===== src/rtl/arf_pkg.sv =====
// Shared definitions for the address register file.
//   FS_* : encodings of the 2-bit funsel operation select.
package arf_pkg;

   localparam logic [1:0] FS_CLR  = 2'b00;
   localparam logic [1:0] FS_LOAD = 2'b01;
   localparam logic [1:0] FS_DEC  = 2'b10;
   localparam logic [1:0] FS_INC  = 2'b11;

endpackage


===== src/rtl/arf_reg_cell.sv =====
// One register of the address register file.
// Computes its own next value for clear/load/inc/dec, with the inc/dec
// either wrapping or clamping at the ends of the range.
// Ports:
//   clk, rst_n : clock, asynchronous active-low reset (resets to CLR_VAL)
//   en         : apply funsel on this edge; 0 holds
//   funsel     : 00 clear, 01 load, 10 decrement, 11 increment
//   d          : load data
//   q          : current register value
module arf_reg_cell
   import arf_pkg::*;
#(
   parameter int               WIDTH    = 8,
   parameter bit               SATURATE = 1'b0,
   parameter logic [WIDTH-1:0] CLR_VAL  = '0
) (
   input  logic             clk,
   input  logic             rst_n,
   input  logic             en,
   input  logic [1:0]       funsel,
   input  logic [WIDTH-1:0] d,
   output logic [WIDTH-1:0] q
);

   localparam logic [WIDTH-1:0] ONE = {{(WIDTH-1){1'b0}}, 1'b1};

   logic [WIDTH-1:0] q_nxt;

   always_comb begin
      q_nxt = q;
      case (funsel)
         FS_CLR:  q_nxt = CLR_VAL;
         FS_LOAD: q_nxt = d;
         FS_DEC: begin
            if (SATURATE && (q == '0)) q_nxt = q;
            else                       q_nxt = q - ONE;
         end
         FS_INC: begin
            if (SATURATE && (q == '1)) q_nxt = q;
            else                       q_nxt = q + ONE;
         end
         default: q_nxt = q;
      endcase
   end

   always_ff @(posedge clk or negedge rst_n) begin
      if (!rst_n)  q <= CLR_VAL;
      else if (en) q <= q_nxt;
   end

endmodule


===== src/rtl/arf_param.sv =====
// Parametrised address register file (AR, SP, PCPrev, PC by default).
// NREG registers sharing one write operation, two combinational read ports,
// automatic capture of the old PC into PCPrev, and stack-pointer bound
// checking with sticky overflow/underflow flags.
// Ports:
//   clk, rst_n           : clock, asynchronous active-low reset
//   i                    : load data
//   funsel               : 00 clear, 01 load, 10 decrement, 11 increment
//   r_sel                : per-register write select (several may be set)
//   out_a_sel, out_b_sel : read port indices (index >= NREG reads 0)
//   flag_clr             : synchronous clear of sp_ovf / sp_unf
//   out_a, out_b         : read port data
//   sp_ovf               : sticky, decrement attempted with SP at SP_LIMIT
//   sp_unf               : sticky, increment attempted with SP at SP_RESET
module arf_param
   import arf_pkg::*;
#(
   parameter int               WIDTH      = 8,
   parameter int               NREG       = 4,
   parameter int               SP_IDX     = 1,
   parameter int               PCPREV_IDX = 2,
   parameter int               PC_IDX     = 3,
   parameter logic [WIDTH-1:0] SP_RESET   = 'hFF,
   parameter logic [WIDTH-1:0] SP_LIMIT   = 'h80,
   parameter bit               SATURATE   = 1'b0
) (
   input  logic                    clk,
   input  logic                    rst_n,
   input  logic [WIDTH-1:0]        i,
   input  logic [1:0]              funsel,
   input  logic [NREG-1:0]         r_sel,
   input  logic [$clog2(NREG)-1:0] out_a_sel,
   input  logic [$clog2(NREG)-1:0] out_b_sel,
   input  logic                    flag_clr,
   output logic [WIDTH-1:0]        out_a,
   output logic [WIDTH-1:0]        out_b,
   output logic                    sp_ovf,
   output logic                    sp_unf
);

   localparam int SELW = $clog2(NREG);
   localparam int NRD  = 2 ** SELW;

   logic [WIDTH-1:0] q      [NREG];
   logic [WIDTH-1:0] d_arr  [NREG];
   logic [1:0]       fs_arr [NREG];
   logic [NREG-1:0]  en;

   logic sp_dec_blk;
   logic sp_inc_blk;
   logic pc_capture;

   // SP bound hits: the SP write is suppressed and the matching flag is set.
   assign sp_dec_blk = r_sel[SP_IDX] && (funsel == FS_DEC) && (q[SP_IDX] == SP_LIMIT);
   assign sp_inc_blk = r_sel[SP_IDX] && (funsel == FS_INC) && (q[SP_IDX] == SP_RESET);

   // Any PC write records the pre-edge PC, unless PCPrev is itself being written.
   assign pc_capture = r_sel[PC_IDX] && !r_sel[PCPREV_IDX];

   always_comb begin
      for (int k = 0; k < NREG; k++) begin
         en[k]     = r_sel[k];
         fs_arr[k] = funsel;
         d_arr[k]  = i;
      end
      if (pc_capture) begin
         en[PCPREV_IDX]     = 1'b1;
         fs_arr[PCPREV_IDX] = FS_LOAD;
         d_arr[PCPREV_IDX]  = q[PC_IDX];
      end
      if (sp_dec_blk || sp_inc_blk) en[SP_IDX] = 1'b0;
   end

   for (genvar k = 0; k < NREG; k++) begin : g_reg
      localparam logic [WIDTH-1:0] CLR_K = (k == SP_IDX) ? SP_RESET : {WIDTH{1'b0}};
      arf_reg_cell #(
         .WIDTH    (WIDTH),
         .SATURATE (SATURATE),
         .CLR_VAL  (CLR_K)
      ) u_cell (
         .clk    (clk),
         .rst_n  (rst_n),
         .en     (en[k]),
         .funsel (fs_arr[k]),
         .d      (d_arr[k]),
         .q      (q[k])
      );
   end

   // Set wins over a simultaneous clear.
   always_ff @(posedge clk or negedge rst_n) begin
      if (!rst_n) begin
         sp_ovf <= 1'b0;
         sp_unf <= 1'b0;
      end else begin
         if (sp_dec_blk)    sp_ovf <= 1'b1;
         else if (flag_clr) sp_ovf <= 1'b0;
         if (sp_inc_blk)    sp_unf <= 1'b1;
         else if (flag_clr) sp_unf <= 1'b0;
      end
   end

   // Read table padded to a power of two so out-of-range indices read 0.
   logic [WIDTH-1:0] rd [NRD];

   for (genvar k = 0; k < NRD; k++) begin : g_rd
      if (k < NREG) begin : g_used
         assign rd[k] = q[k];
      end else begin : g_pad
         assign rd[k] = '0;
      end
   end

   assign out_a = rd[out_a_sel];
   assign out_b = rd[out_b_sel];

endmodule


===== config.mk =====
export PLATFORM = sky130hd
export DESIGN_NAME = arf_param
export DESIGN_NICKNAME = d
export VERILOG_FILES = /design/src/rtl/arf_pkg.sv /design/src/rtl/arf_reg_cell.sv /design/src/rtl/arf_param.sv
export SDC_FILE = /design/constraint.sdc
export NUM_CORES = 1
export LEC_CHECK = 0
export CORE_MARGIN = 1.5
export CORE_UTILIZATION = 47
export CTS_BUF_LIST = sky130_fd_sc_hd__clkbuf_16
export DETAILED_ROUTE_END_ITERATION = 10
export PLACE_DENSITY = 0.66
export SETUP_SLACK_MARGIN = 0.4
export SLEW_MARGIN = 20
export SYNTH_ARGS = -nofsm -noshare
export SYNTH_HDL_FRONTEND = slang
export SYNTH_SLANG_ARGS = --single-unit

===== constraint.sdc =====
create_clock -name clk -period 2.8 [get_ports clk]
set_input_delay 0.28 -clock clk [delete_from_list [all_inputs] [get_ports clk]]
set_output_delay 0.28 -clock clk [all_outputs]
set_load 0.005 [all_outputs]

==> flow_metrics.tcl <==
set metrics [dict create \
    outcome "finished, violations left" \
    violations "design-rule violations" \
    hold_viol 0 \
    grt_pass1_vias 2807 \
    synth_edf_count 0 \
    grt.total_usage_pct 26.23 \
    hold_buffers 0 \
    slew_headroom_pct 43.34 \
    hold_class "primary input to asynchronous set/reset pin" \
    synthArstFlopShare_pct 100.0 \
    yosysMostFrequentCell "a21oi_1" \
    ys_top_cells_by_count "37 x a21oi_1, 27 x nor2_1, 26 x dfrtp_1" \
    routabilityCongestion 0.8353 \
    cp-start-kind "primary input" \
    path_class "primary input to flop" \
    setup_violations 0 \
    ir_drop_mv 0.3585 \
    die_area_um2 7248 \
    synth_nets 397 \
    synth_area_leader_cell "dfrtp_1" \
    dp_cells 461 \
    nFillCells 557 \
    initialDrtViolationCount 246 \
    cp_max_fo 3 \
    worstPathRequired_ns 2.98 \
    fmax_mhz 440.7 \
    syn_inst 348 \
    yosysSeqAreaShare_pct 27.15 \
    drt-total-wl_mm 9.052 \
    power_uw 2896 \
    dr_wl_met2_mm 4.190 \
    drc 5 \
    vias 2899 \
    synth.area.top_cells "dfrtp_1 21%, mux4_2 11%, ha_1 9.5%, dfstp_2 6.6%, a21oi_1 5.8%" \
    viasPerCell 6.181 \
    syn_avg_cell_area_um2 9.111 \
    io_buffers 38 \
    cts_tree "yes" \
    clock-sinks 34 \
    wirelength_met1_mm 4.055 \
    wl_per_cell_um 19.30 \
    core_um2 6422 \
    rsz0062_at_grt "yes" \
    die_y_um 85.14 \
    synth_top_flop_cell "dfrtp_1" \
    clockBufferDepth 2 \
    wl_met3_um 518 \
    h-tree-depth 2 \
    die_w_um 85.14 \
    ff2ff_setup_slack_ns 0.55 \
    layout-drive-gt1-share_pct 16.07 \
    place_hpwl_mm 6.678 \
    yosysWarningCount 0 \
    finalMaxSlewViolations 0 \
    cp.arrival_ns 2.45 \
    boundaryPins 39 \
    cellLeakagePower_uw 0.001644 \
    rows 29 \
    antenna_cells 0 \
    grt_pass1_wl_mm 14.63 \
    antenna_found_initial 0 \
    ys_ff_latch 34 \
    grt_max_degree 35 \
    layout.cells.non_filler 469 \
    synthToLayoutAreaGrowth_pct 23.01 \
    start_util_pct 49.37 \
    detail-route-antenna-nets 0 \
    cts-buffers-inserted 5 \
    min_period_over_period_pct 81.04 \
    synthDistinctLibCells 48 \
    clk_pin_slew_ns 0.06 \
    cap_violations 0 \
    whs_ns 0.1142 \
    synth_top_area_share_pct 20.52 \
    p_per_area_nw_per_um2 742.5 \
    clock_latency_ns 0.28 \
    endpoint_kind "flop" \
    dr.pass1.iters 10 \
    syn_area_um2 3171 \
    highest-signal-layer "met4" \
    root_buffer "clkbuf_16" \
    layout.nets 440 \
    fin_skew_ns 0.004895 \
    tightest_slew_ns 0.8499 \
    grt.overflow.total 0 \
    final_core_util_pct 60.72 \
    min_period_ns 2.269 \
]
==> stage by stage <==
step           instance area [um^2]  setup WS [ns]  TNS (ns)
3_5_place_dp                   3729       -0.07319   -0.1174
6_report                       3900         0.5309         0
5_1_grt                        3900         0.3970         0
2_1_floorplan                  3204         0.4033         0
4_1_cts                        3869         0.4129         0
3_3_place_gp                   3729        0.01004         0
==> report_power, final <==
| part | switching, uW | internal (uW) | total [uW] |
|---|---|---|---|
| Sequential | 226 | 654 | 880 |
| Combinational | 684 | 807 | 1490 |
| Clock | 204 | 321 | 525 |
==> kinds of logic after synthesis <==
kind of cell,synth area share [%]
fa+ha+maj,12.00
xor+xnor,5.249
mux,16.38
buf+inv,4.735
compound gates,18.71
simple gates,15.79
flops,27.15
==> layout make-up <==
type	instances	area, um^2	share of cell area (%)
multi-input combinational	276	2218	56.88
sequential	34	860.8	22.07
timing repair buffer	54	511.7	13.12
clock buffer	5	125.1	3.208
tap	77	96.34	2.470
inverter	20	75.07	1.925
clock inverter	3	12.51	0.3208
==> critical path, stage by stage <==
cell,delay [ns]
clkdlybuf4s15_1,0.32
nand2_8,0.08
inv_2,0.10
o21ai_4,0.07
ha_1,0.29
a21o_1,0.19
a211o_1,0.31
a2111oi_4,0.36
nor3_2,0.08
xnor2_1,0.13
o31ai_1,0.23
==> routing by layer <==
metal  track usage (%)  up-vias
li1                  -     1382
met1             36.90     1386
met2             41.56      113
met3             3.599       18
met4             9.240        0
met5                 0        -
==> timing repair <==
| item | CTS | global route |
|---|---|---|
| buffers inserted | 0 | 0 |
| endpoints found under the setup margin | 7 | 4 |
| gates cloned | 0 | 0 |
| pin swaps | 0 | 5 |
| gates resized for setup | 3 | 11 |
==> cells in the final DEF, fill, tap and decap left out, types with 5 or more instances in the layout <==
cell type	n
dfstp_2	8
a21o_1	5
xnor2_1	10
nand2b_1	5
nand3_1	9
inv_1	18
mux4_2	16
o21ai_0	21
mux2i_1	8
xor2_1	9
clkbuf_16	5
or3_1	6
clkdlybuf4s50_1	33
nor2b_1	9
buf_4	14
a21oi_1	37
nor2_1	27
nand2_1	22
nor3_1	6
ha_1	24
dfrtp_1	26
a31oi_1	8
==> path summary, 6_finish.rpt <==
check                                                 start  cells past startpoint                                to
setup / recovery                                  funsel[1]                     11  g_reg[2].u_cell.q[7]$_DFFE_PN0P_
hold / removal                                        rst_n                      1  g_reg[0].u_cell.q[7]$_DFFE_PN0P_
setup reg to reg           g_reg[1].u_cell.q[0]$_DFFE_PN1P_                      8  g_reg[1].u_cell.q[6]$_DFFE_PN1P_
hold reg to reg                          sp_ovf$_DFFE_PN0P_                      2                sp_ovf$_DFFE_PN0P_
max in group asynchronous                             rst_n                      1  g_reg[0].u_cell.q[2]$_DFFE_PN0P_
min in group clk                                   r_sel[2]                      3  g_reg[2].u_cell.q[0]$_DFFE_PN0P_
==> flip-flops by register name, summed over array words and instances, names as in the netlist <==
name and cells:
sp_ovf 1, sp_unf 1, g.u_cell.q 32
Power figures use the tool's default switching activity.
